`src/rtl/pfe_dispatch_if.sv`:
```
// rtl/pfe_dispatch_if.sv - prefetch-op and per-pipe request handshake bundle
interface pfe_dispatch_if #(
    parameter int ADDR_W = 39,
    parameter int CNT_W  = 4
);
    logic              op_valid;
    logic              op_retry;
    logic [ADDR_W-1:0] op_addr;
    logic [11:0]       op_stride;
    logic [CNT_W-1:0]  op_count;
    logic              req0_valid;
    logic              req0_retry;
    logic [ADDR_W-1:0] req0_addr;
    logic              req1_valid;
    logic              req1_retry;
    logic [ADDR_W-1:0] req1_addr;

    modport master (
        output op_valid, op_addr, op_stride, op_count, req0_retry, req1_retry,
        input  op_retry, req0_valid, req0_addr, req1_valid, req1_addr
    );

    modport slave (
        input  op_valid, op_addr, op_stride, op_count, req0_retry, req1_retry,
        output op_retry, req0_valid, req0_addr, req1_valid, req1_addr
    );
endinterface

```
`src/rtl/pfe_dispatch.sv`:
```
// rtl/pfe_dispatch.sv - expands strided prefetch ops into line-interleaved dcache requests
// Optional PFE_DEDUP_EN: a stride-0 op issues a single request instead of op_count copies.
module pfe_dispatch #(
    parameter int ADDR_W = 39,
    parameter int CNT_W  = 4
) (
    input  logic              clk,
    input  logic              reset,
    pfe_dispatch_if.slave     bus,
    output logic              busy,
    output logic [15:0]       issued_total
);
    typedef enum logic {IDLE, ISSUE} state_e;

    state_e            state_q;
    logic [ADDR_W-1:0] cur_q;
    logic [CNT_W-1:0]  rem_q;
    logic [11:0]       stride_q;
    logic              v0_q, v1_q;
    logic [ADDR_W-1:0] a0_q, a1_q;
    logic [15:0]       total_q;

    logic              xfer0, xfer1, free0, free1, load;
    logic [CNT_W-1:0]  count_d;
    logic [ADDR_W-1:0] cur_d;
    logic [16:0]       sum_d;
    logic [15:0]       total_d;

    always_comb begin
        xfer0 = v0_q && !bus.req0_retry;
        xfer1 = v1_q && !bus.req1_retry;
        free0 = !v0_q || xfer0;
        free1 = !v1_q || xfer1;
        load  = (state_q == ISSUE) && (cur_q[0] ? free1 : free0);
        cur_d = cur_q + {{(ADDR_W-12){stride_q[11]}}, stride_q};
`ifdef PFE_DEDUP_EN
        count_d = (bus.op_stride == 12'd0 && bus.op_count != '0) ? CNT_W'(1) : bus.op_count;
`else
        count_d = bus.op_count;
`endif
        sum_d   = {1'b0, total_q} + {16'b0, xfer0} + {16'b0, xfer1};
        total_d = sum_d[16] ? 16'hFFFF : sum_d[15:0];
    end

    always_ff @(posedge clk or negedge reset) begin
        if (!reset) begin
            state_q  <= IDLE;
            cur_q    <= '0;
            rem_q    <= '0;
            stride_q <= '0;
            v0_q     <= 1'b0;
            v1_q     <= 1'b0;
            a0_q     <= '0;
            a1_q     <= '0;
            total_q  <= '0;
        end else begin
            // A transfer frees the slot; a reload below in the same cycle overrides the clear.
            if (xfer0) v0_q <= 1'b0;
            if (xfer1) v1_q <= 1'b0;
            total_q <= total_d;
            case (state_q)
                IDLE: begin
                    if (bus.op_valid && count_d != '0) begin
                        cur_q    <= bus.op_addr;
                        rem_q    <= count_d;
                        stride_q <= bus.op_stride;
                        state_q  <= ISSUE;
                    end
                end
                ISSUE: begin
                    if (load) begin
                        if (cur_q[0]) begin
                            v1_q <= 1'b1;
                            a1_q <= cur_q;
                        end else begin
                            v0_q <= 1'b1;
                            a0_q <= cur_q;
                        end
                        cur_q <= cur_d;
                        rem_q <= rem_q - CNT_W'(1);
                        if (rem_q == CNT_W'(1)) state_q <= IDLE;
                    end
                end
                default: state_q <= IDLE;
            endcase
        end
    end

    assign bus.op_retry   = (state_q == ISSUE);
    assign busy           = (state_q == ISSUE);
    assign bus.req0_valid = v0_q;
    assign bus.req0_addr  = a0_q;
    assign bus.req1_valid = v1_q;
    assign bus.req1_addr  = a1_q;
    assign issued_total   = total_q;
endmodule

```
`src/flat_wrapper.sv`:
```
// flat-port wrapper written by rule: the top's interface ports become plain ports
module pfe_dispatch_flat 
#(
    parameter int ADDR_W = 39,
    parameter int CNT_W  = 4
)
  (clk, reset, busy, issued_total, bus_op_valid, bus_op_addr, bus_op_stride, bus_op_count, bus_req0_retry, bus_req1_retry, bus_op_retry, bus_req0_valid, bus_req0_addr, bus_req1_valid, bus_req1_addr);
  pfe_dispatch_if #(.ADDR_W(ADDR_W), .CNT_W(CNT_W)) bus_i ();
  input  logic clk;
  input  logic reset;
  output logic busy;
  output logic [15:0] issued_total;
  input wire logic [$bits(bus_i.op_valid)-1:0] bus_op_valid;
  input wire logic [$bits(bus_i.op_addr)-1:0] bus_op_addr;
  input wire logic [$bits(bus_i.op_stride)-1:0] bus_op_stride;
  input wire logic [$bits(bus_i.op_count)-1:0] bus_op_count;
  input wire logic [$bits(bus_i.req0_retry)-1:0] bus_req0_retry;
  input wire logic [$bits(bus_i.req1_retry)-1:0] bus_req1_retry;
  output wire logic [$bits(bus_i.op_retry)-1:0] bus_op_retry;
  output wire logic [$bits(bus_i.req0_valid)-1:0] bus_req0_valid;
  output wire logic [$bits(bus_i.req0_addr)-1:0] bus_req0_addr;
  output wire logic [$bits(bus_i.req1_valid)-1:0] bus_req1_valid;
  output wire logic [$bits(bus_i.req1_addr)-1:0] bus_req1_addr;
  assign bus_i.op_valid = bus_op_valid;
  assign bus_i.op_addr = bus_op_addr;
  assign bus_i.op_stride = bus_op_stride;
  assign bus_i.op_count = bus_op_count;
  assign bus_i.req0_retry = bus_req0_retry;
  assign bus_i.req1_retry = bus_req1_retry;
  assign bus_op_retry = bus_i.op_retry;
  assign bus_req0_valid = bus_i.req0_valid;
  assign bus_req0_addr = bus_i.req0_addr;
  assign bus_req1_valid = bus_i.req1_valid;
  assign bus_req1_addr = bus_i.req1_addr;
  pfe_dispatch #(.ADDR_W(ADDR_W), .CNT_W(CNT_W)) u_core (.clk(clk), .reset(reset), .bus(bus_i), .busy(busy), .issued_total(issued_total));
endmodule
```
`config.mk`:
```
export PLATFORM = sky130hd
export DESIGN_NAME = pfe_dispatch_flat
export DESIGN_NICKNAME = d
export VERILOG_FILES = /design/src/rtl/pfe_dispatch_if.sv /design/src/rtl/pfe_dispatch.sv /design/src/flat_wrapper.sv
export SDC_FILE = /design/constraint.sdc
export NUM_CORES = 1
export LEC_CHECK = 0
export ABC_AREA = 1
export BUFFER_PORTS_ARGS = -buffer_cell sky130_fd_sc_hd__buf_2
export CAP_MARGIN = 20
export CORE_MARGIN = 3
export CORE_UTILIZATION = 35
export DETAILED_ROUTE_END_ITERATION = 10
export PLACE_DENSITY_LB_ADDON = 0.15
export SETUP_SLACK_MARGIN = 0.3
export SLEW_MARGIN = 0
export SYNTH_ARGS = -nofsm -noshare
export SYNTH_HDL_FRONTEND = slang
export SYNTH_SLANG_ARGS = --single-unit
```
`constraint.sdc`:
```
create_clock -name clk -period 6.9 [get_ports clk]
set_input_delay 0.345 -clock clk [delete_from_list [all_inputs] [get_ports clk]]
set_output_delay 0.345 -clock clk [all_outputs]
set_load 0.03 [all_outputs]
```
; Word level (Yosys, flattened, before mapping)
; Index checks and enable logic that the tools add are counted.
[classes]
n_mux = 20
n_reduce_logical = 15
add_sub_neg = 4
bitwise = 2
n_eq_ne = 3
[ops]
columns = op, count
row1 = $mux 39, 2
row2 = $pmux 39 s2, 1
row3 = $add 39x39->39, 1
row4 = $add 16x1->17, 1
row5 = $add 17x1->17, 1
row6 = $mux 16, 1
row7 = $mux 1, 12
row8 = $mux 4, 2
row9 = $pmux 4 s2, 1
row10 = $reduce_and 3->1, 2
row11 = $eq 4x1->1 const B, 1
row12 = $logic_and 1x1->1, 4
row13 = $logic_not 1->1, 4
row14 = $reduce_and 2->1, 2
row15 = $reduce_bool 4->1, 1
row16 = $sub 4x1->4 const B, 1
row17 = $logic_or 1x1->1, 2
row18 = $ne 2x1->1 const B, 1
row19 = $ne 2x2->1 const B, 1
row20 = $not 1->1, 2
row21 = $pmux 1 s2, 1
[word_totals]
output_inout_bits = 98
inputBits = 60
word_cells = 53
register_bits = 151

; Depth between registers and ports, before layout
; Gate-level depths: netlist of the first run.
[logic_depth]
depth_word = 7
mapped_depth = 16
ltp_nobuf = 16

; Least setup slack after synthesis of the first run
; OpenSTA, ideal clock, no wires.
[synth_timing]
path_kind = flip-flop to flip-flop
startpoint = register u_core.stride_q[11]
endpoint = register u_core.cur_q[24]
setup_ns = 0.124
period_less_slack_ns = 2.272
arrival_time_ns = 2.148
slack_ns = 4.628
stages_incl_launch_ff = 14
path_buffers = 0
required_time_ns = 6.776
cell_sequence = dfrtp_1 > ha_1 > nand2_2 > inv_1 > a21oi_1 > nor2_1 > nor2_1 > nand2_1 > nand2_1 > nand2_1 > nand2_1 > nand3_1 > nand2_1 > o21ai_2
[synth_between]
elab_chain_len = 3
[synth_rtl]
columns = element, line_no
row1 = start: declaration, pfe_dispatch.sv:18  ; logic [11:0] stride_q;
row2 = start signal: assignment, pfe_dispatch.sv:66  ; stride_q <= bus.op_stride;
row3 = $add 39x39->39, pfe_dispatch.sv:35  ; cur_d = cur_q + {{(ADDR_W-12){stride_q[11]}}, stride_q};
row4 = $mux 39, pfe_dispatch.sv:71  ; if (load) begin
row5 = $pmux 39 s2, pfe_dispatch.sv:61  ; case (state_q)
row6 = end signal: assignment, pfe_dispatch.sv:64  ; cur_q <= bus.op_addr;
row7 = end signal: assignment, pfe_dispatch.sv:79  ; cur_q <= cur_d;
row8 = end: declaration, pfe_dispatch.sv:16  ; logic [ADDR_W-1:0] cur_q;
; Every way passes these cells. The select of a mux whose other input is x is not followed.
; A chain may end at the register's enable or synchronous reset.

; Worst setup path after layout of the first run
[layout_timing]
startpoint = register u_core.state_q (netlist: u_core.bus.op_retry)
endpoint = register u_core.cur_q[24]
[layout_between]
elab_chain_len = 3
word_cells_on_any_way = 6
cone_classes = eq/ne (2) / mux (1) / bitwise (1) / reduce/logical (2)
[layout_rtl]
columns = element, line_no
row1 = start: declaration, pfe_dispatch.sv:15  ; state_e state_q;
row2 = start signal: assignment, pfe_dispatch.sv:47  ; state_q <= IDLE;
row3 = start signal: assignment, pfe_dispatch.sv:67  ; state_q <= ISSUE;
row4 = start signal: assignment, pfe_dispatch.sv:81  ; if (rem_q == CNT_W'(1)) state_q <= IDLE;
row5 = $logic_and 1x1->1 / $not 1->1 (equally long branches), n/a
row6 = $ne 2x2->1 (no source line) / $ne 2x1->1 (equally long branches), n/a
row7 = $reduce_and 2->1 (no source line), n/a
; Parallel ways exist; a longest one is shown, timed or not.

==> flow_summary.json, run 1 <==
{
  "mostFrequentLayoutCell": "nand2_1",
  "fin_setup_tns_ns": 0,
  "crit_path_end_kind": "flip-flop",
  "grt_pass1_vias": 7965,
  "maxSlewHeadroom_pct": 39.0,
  "synth_top_area_share_pct": 41.3,
  "hold_violations": 0,
  "track_usage_pct": 19.0,
  "drt_iter0_markers": 451,
  "cp.required_ns": 7.18,
  "crit_family": "simple AND/OR/NAND/NOR gates",
  "rsz0062_at_grt": "no",
  "crit_type": "reg2reg",
  "overflow": 0,
  "critPathSlowestCell": "dfrtp_2",
  "hpwl_um": 20500,
  "synth_top_area_cell": "dfrtp_1",
  "worstSetupStartpointType": "flip-flop",
  "synth_nets": 1385,
  "multi_input_area_mm2": 0.00449,
  "syn-cell-area_mm2": 0.00915,
  "skew_ns": 0.0211,
  "path_cells": "inv_2, nand3b_2, nand2_2, inv_2, nor2_1, nand2_1, o21ai_2",
  "routed_wl_um": 26500,
  "syn2layout_area_growth_pct": 18.1,
  "grt_pass1_wl_um": 42800,
  "syn_area_per_cell_um2": 7.13,
  "cts.sinks": 151,
  "period_needed_ns": 3.42,
  "cts_max_level": 4,
  "vias": 8288,
  "yosysWarningCount": 0,
  "diodes": 0,
  "worstPathMaxFanout": 49,
  "cts_root_buf": "clkbuf_16",
  "seqCellArea_mm2": 0.00378,
  "clkSlewWorstSetupHoldPaths_ns": 0.08,
  "core_mm2": 0.0254,
  "critPathArrivalTime_ns": 3.70,
  "final_cell_mix": "nand2_1 (420), inv_1 (181), buf_2 (155), dfrtp_1 (150), nor2_1 (129)",
  "fillers": 2687,
  "min_path_type": "in2reg",
  "slowest_delay_ns": 0.81,
  "setup_viol": 0,
  "numPortBuffers": 156,
  "numCtsBuffers": 17,
  "critPathBufInv": 2,
  "slew_viol_final": 0,
  "die_h_um": 168,
  "via_per_inst": 4.69,
  "avgRoutedWirePerCell_um": 15.0,
  "fin_crit_sh_pct": 49.6,
  "status": "finished, final reports clean",
  "ios": 158,
  "drt_pre_antenna_iters": 4,
  "rows": 58,
  "crit_top_cell": "inv_2",
  "tritoncts": "done",
  "cts_setup_buffers": 0,
  "remaining_drc_errors": 0,
  "cts_buffer_depth": 2,
  "dieArea_mm2": 0.0281,
  "start_util_pct": 36.0,
  "ys_seq_elements": 151,
  "num-nets-final": 1529,
  "worst_pin_slew_ns": 0.912,
  "ant_nets": 0,
  "grt_max_degree": 79,
  "die_w_um": 168,
  "fmaxAchievable_mhz": 292,
  "syn_inst": 1282,
  "worstSkewPairLatency_ns": 0.43,
  "ys_top_cells_by_area": "dfrtp_1 (41%), nand2_1 (17%), inv_1 (7.4%)",
  "drive_above_1_share_pct": 16.3,
  "cap_violations": 0,
  "synth_cell_types": 40,
  "antenna_found_initial": 0,
  "globalplace.congestion": 0.887,
  "yosysSeqAreaShare_pct": 41.3
}
synthesized netlist by cell type, drive strengths merged:
library cell / instances
nand2: 427
inv: 185
dfrtp: 151
nor2: 132
o21ai: 114
nand3: 70
a21oi: 46
ha: 41
buf: 22
clkbuf: 16
xor2: 14
o211ai: 12
mux2: 11
xnor2: 11
nor3: 8
o22ai: 5
or2: 4
nand3b: 3
fa: 2
nor4: 2
a31oi: 1
and2: 1
and3: 1
conb: 1
nand4: 1
o21bai: 1
stage by stage:
stage               hold slack (ns)  instances  instance area, um2  util [%]  setup slack (ns)
floorplan                    0.0494       1282                9150         -              4.63
global placement              0.437       1735               10200      40.1              3.52
detailed placement            0.439       1735               10200      40.1              3.43
CTS                           0.129       1768               10800      42.4              3.43
global route                  0.135       1769               10800      42.5              3.07
finish                        0.145       1769               10800      42.5              3.48
layer usage:
layer,track usage (%),up-vias,share of wire [%]
met5,0,-,0
li1,-,4300,-
met3,2.97,23,3.7
met1,28.2,3806,51
met4,4.41,0,1.2
met2,29.4,159,44
timing repair:
item	4_1_cts	5_1_grt
hold endpoints to repair	71	0
gates resized for setup	0	0
hold buffers	1	0
layout make-up:
type | count | share of cell area (%)
Timing Repair Buffer | 163 | 7.98
Clock inverter | 13 | 1.01
Tap cell | 330 | 3.82
Clock buffer | 19 | 4.20
Multi-Input combinational cell | 908 | 41.5
Sequential cell | 151 | 35.0
Inverter | 185 | 6.43
kinds of logic after synthesis:
| kind of cell | Yosys count | synth area share [%] |
|---|---|---|
| flops | 151 | 41.3 |
| simple gates | 649 | 28.9 |
| other cells | 1 | 0.0410 |
| mux | 11 | 1.35 |
| compound gates | 179 | 10.4 |
| buf+inv | 223 | 9.63 |
| xor+xnor | 25 | 2.39 |
| fa+ha+maj | 43 | 6.05 |
worst paths after layout:
| check | from | endpoint | slack [ns] | depth (start not counted) |
|---|---|---|---|---|
| setup / recovery | u_core.bus.op_retry | u_core.cur_q[24] | 3.48 | 7 |
| min in group asynchronous | reset | u_core.bus.req0_addr[5] | 0.51 | 2 |
| setup reg to reg | u_core.bus.op_retry | u_core.cur_q[24] | 3.48 | 7 |
| max in group asynchronous | reset | u_core.bus.req1_addr[13] | 5.16 | 4 |
| hold / removal | bus_op_stride[8] | u_core.stride_q[8] | 0.14 | 2 |
| hold reg to reg | u_core.bus.req1_addr[24] | u_core.bus.req1_addr[24] | 0.48 | 2 |
flip-flops by register name, summed over array words and instances (netlist names):
signal                 count
u_core.bus.req0_addr      38
u_core.cur_q              39
u_core.bus.op_retry        1
u_core.bus.req1_valid      1
u_core.bus.req1_addr      39
u_core.stride_q           12
u_core.bus.req0_valid      1
u_core.rem_q               4
u_core.issued_total       16
Power of run 1 is left out: the tool's default activity adds up to more than one toggle a clock period on the data nets, which glitch-free logic cannot reach.
==> run 2, diff against run 1 <==
==> constraint.sdc (replaced) <==
create_clock -name clk -period 3.1 [get_ports clk]
set_input_delay 0.155 -clock clk [delete_from_list [all_inputs] [get_ports clk]]
set_output_delay 0.155 -clock clk [all_outputs]
set_load 0.03 [all_outputs]
==> flow_summary.json, run 2 (synthesis results as in run 1) <==
{
  "status": "finished, final reports clean",
  "critPathArrivalTime_ns": 2.83,
  "period_needed_ns": 2.53,
  "num-nets-final": 1555,
  "setup_viol": 0,
  "final_cell_mix": "nand2_1 (420), inv_1 (181), buf_2 (155), dfrtp_1 (150), nor2_1 (129)",
  "overflow": 0,
  "track_usage_pct": 19.4,
  "fillers": 2691,
  "tritoncts": "done",
  "avgRoutedWirePerCell_um": 15.1,
  "fin_setup_tns_ns": 0,
  "globalplace.congestion": 0.920,
  "min_path_type": "in2reg",
  "cp.required_ns": 3.40,
  "start_util_pct": 36.0,
  "antenna_found_initial": 2,
  "ant_nets": 0,
  "numCtsBuffers": 17,
  "worstPathMaxFanout": 26,
  "core_mm2": 0.0254,
  "drive_above_1_share_pct": 16.2,
  "cts_buffer_depth": 2,
  "post_cts_resized": 0,
  "worstSetupStartpointType": "flip-flop",
  "dieArea_mm2": 0.0281,
  "cts_root_buf": "clkbuf_16",
  "drt_pre_antenna_iters": 5,
  "slew_viol_final": 0,
  "cap_violations": 0,
  "multi_input_area_mm2": 0.00449,
  "worst_hold_path.num_cells": 3,
  "die_h_um": 168,
  "worstRegToRegCells": 13,
  "fin_crit_sh_pct": 81.6,
  "rsz0062_at_grt": "no",
  "r2r_setup_slack_ns": 0.57,
  "grt_pass1_wl_um": 43600,
  "routed_wl_um": 27100,
  "drt_iter0_markers": 463,
  "numPortBuffers": 156,
  "die_w_um": 168,
  "rows": 58,
  "grt_pass1_vias": 8076,
  "seqCellArea_mm2": 0.00378,
  "vias": 8478,
  "hpwl_um": 20800,
  "via_per_inst": 4.72,
  "cts_setup_buffers": 0,
  "min_from": "bus_op_addr[14]",
  "worstSkewPairLatency_ns": 0.42,
  "skew_ns": 0.0153,
  "hold_violations": 0,
  "remaining_drc_errors": 0,
  "grt_max_degree": 84,
  "clkSlewWorstSetupHoldPaths_ns": 0.07,
  "cts_max_level": 4,
  "maxSlewHeadroom_pct": 46.4,
  "min_to": "u_core.cur_q[14]",
  "fmaxAchievable_mhz": 395,
  "crit_path_end_kind": "flip-flop",
  "r2r_end": "u_core.cur_q[27]",
  "ios": 158,
  "worstReg2RegStart": "u_core.stride_q[11]",
  "crit_type": "reg2reg",
  "syn2layout_area_growth_pct": 21.2,
  "cts.sinks": 151,
  "worst_pin_slew_ns": 0.804,
  "mostFrequentLayoutCell": "nand2_1"
}
-- run 2: changes by cell type in the layout (fill, tap and decap cells not counted), sizes merged --
cell / change
diode: +2
clkbuf: -2
clkinv: -1
buf: +4
bufinv: +1
dlygate4sd3: +22
inv: +2
-- run 2: critical path, cell delays in order, from the launching register on --
cell	delay [ns]
dfrtp_1	0.41
buf_4	0.26
ha_1	0.42
nand2_1	0.12
nor2_1	0.20
inv_1	0.07
nor2_1	0.16
nand3b_1	0.15
nand3_2	0.14
nand2_1	0.08
nand3_1	0.07
nand3_1	0.16
nand2_1	0.11
nand2_1	0.05
-- run 2: how the worst max path moves through the flow --
stage / start / end / slack [ns] / cells after the start
floorplan: u_core.stride_q[11] / u_core.cur_q[24] / 0.83 / 13
global placement: u_core.stride_q[11] / u_core.cur_q[27] / 0.58 / 13
detailed placement: u_core.stride_q[11] / u_core.cur_q[27] / 0.59 / 13
CTS: u_core.stride_q[11] / u_core.cur_q[27] / 0.56 / 13
global route: u_core.stride_q[11] / u_core.cur_q[27] / 0.38 / 13
finish: u_core.stride_q[11] / u_core.cur_q[27] / 0.57 / 13
-- run 2: layout make-up --
class	instances	share of cell area, %
Multi-Input combinational cell	908	40.5
Sequential cell	151	34.1
Timing Repair Buffer	189	9.97
Inverter	185	6.26
Clock buffer	17	3.84
Tap cell	330	3.72
Clock inverter	15	1.60
Antenna cell	2	0.0451
-- run 2: repair_timing --
action | in CTS | in global routing
setup endpoints to repair | 0 | 0
endpoints found under the hold margin | 103 | 0
hold buffers | 23 | 0
-- run 2: per-layer routing --
metal / vias to the layer above / part of all wire (%) / track usage, %
met2: 187 / 42 / 28.8
li1: 4356 / - / -
met3: 35 / 4.2 / 2.67
met5: - / 0 / 0
met4: 0 / 2.1 / 5.66
met1: 3900 / 51 / 29.4
-- run 2: metrics by stage --
step / area [um2] / utilization [%] / worst slack [ns] / hold slack [ns] / instances
6_report: 11100 / 43.6 / 0.570 / 0.0312 / 1797
5_1_grt: 11100 / 43.6 / 0.380 / 0.0389 / 1797
4_1_cts: 11100 / 43.6 / 0.562 / 0.0133 / 1795
3_5_place_dp: 10200 / 40.3 / 0.593 / 0.275 / 1740
3_3_place_gp: 10200 / 40.3 / 0.583 / 0.272 / 1740
2_1_floorplan: 9150 / - / 0.828 / -0.141 / 1282
Power of run 2 is left out for the same reason.
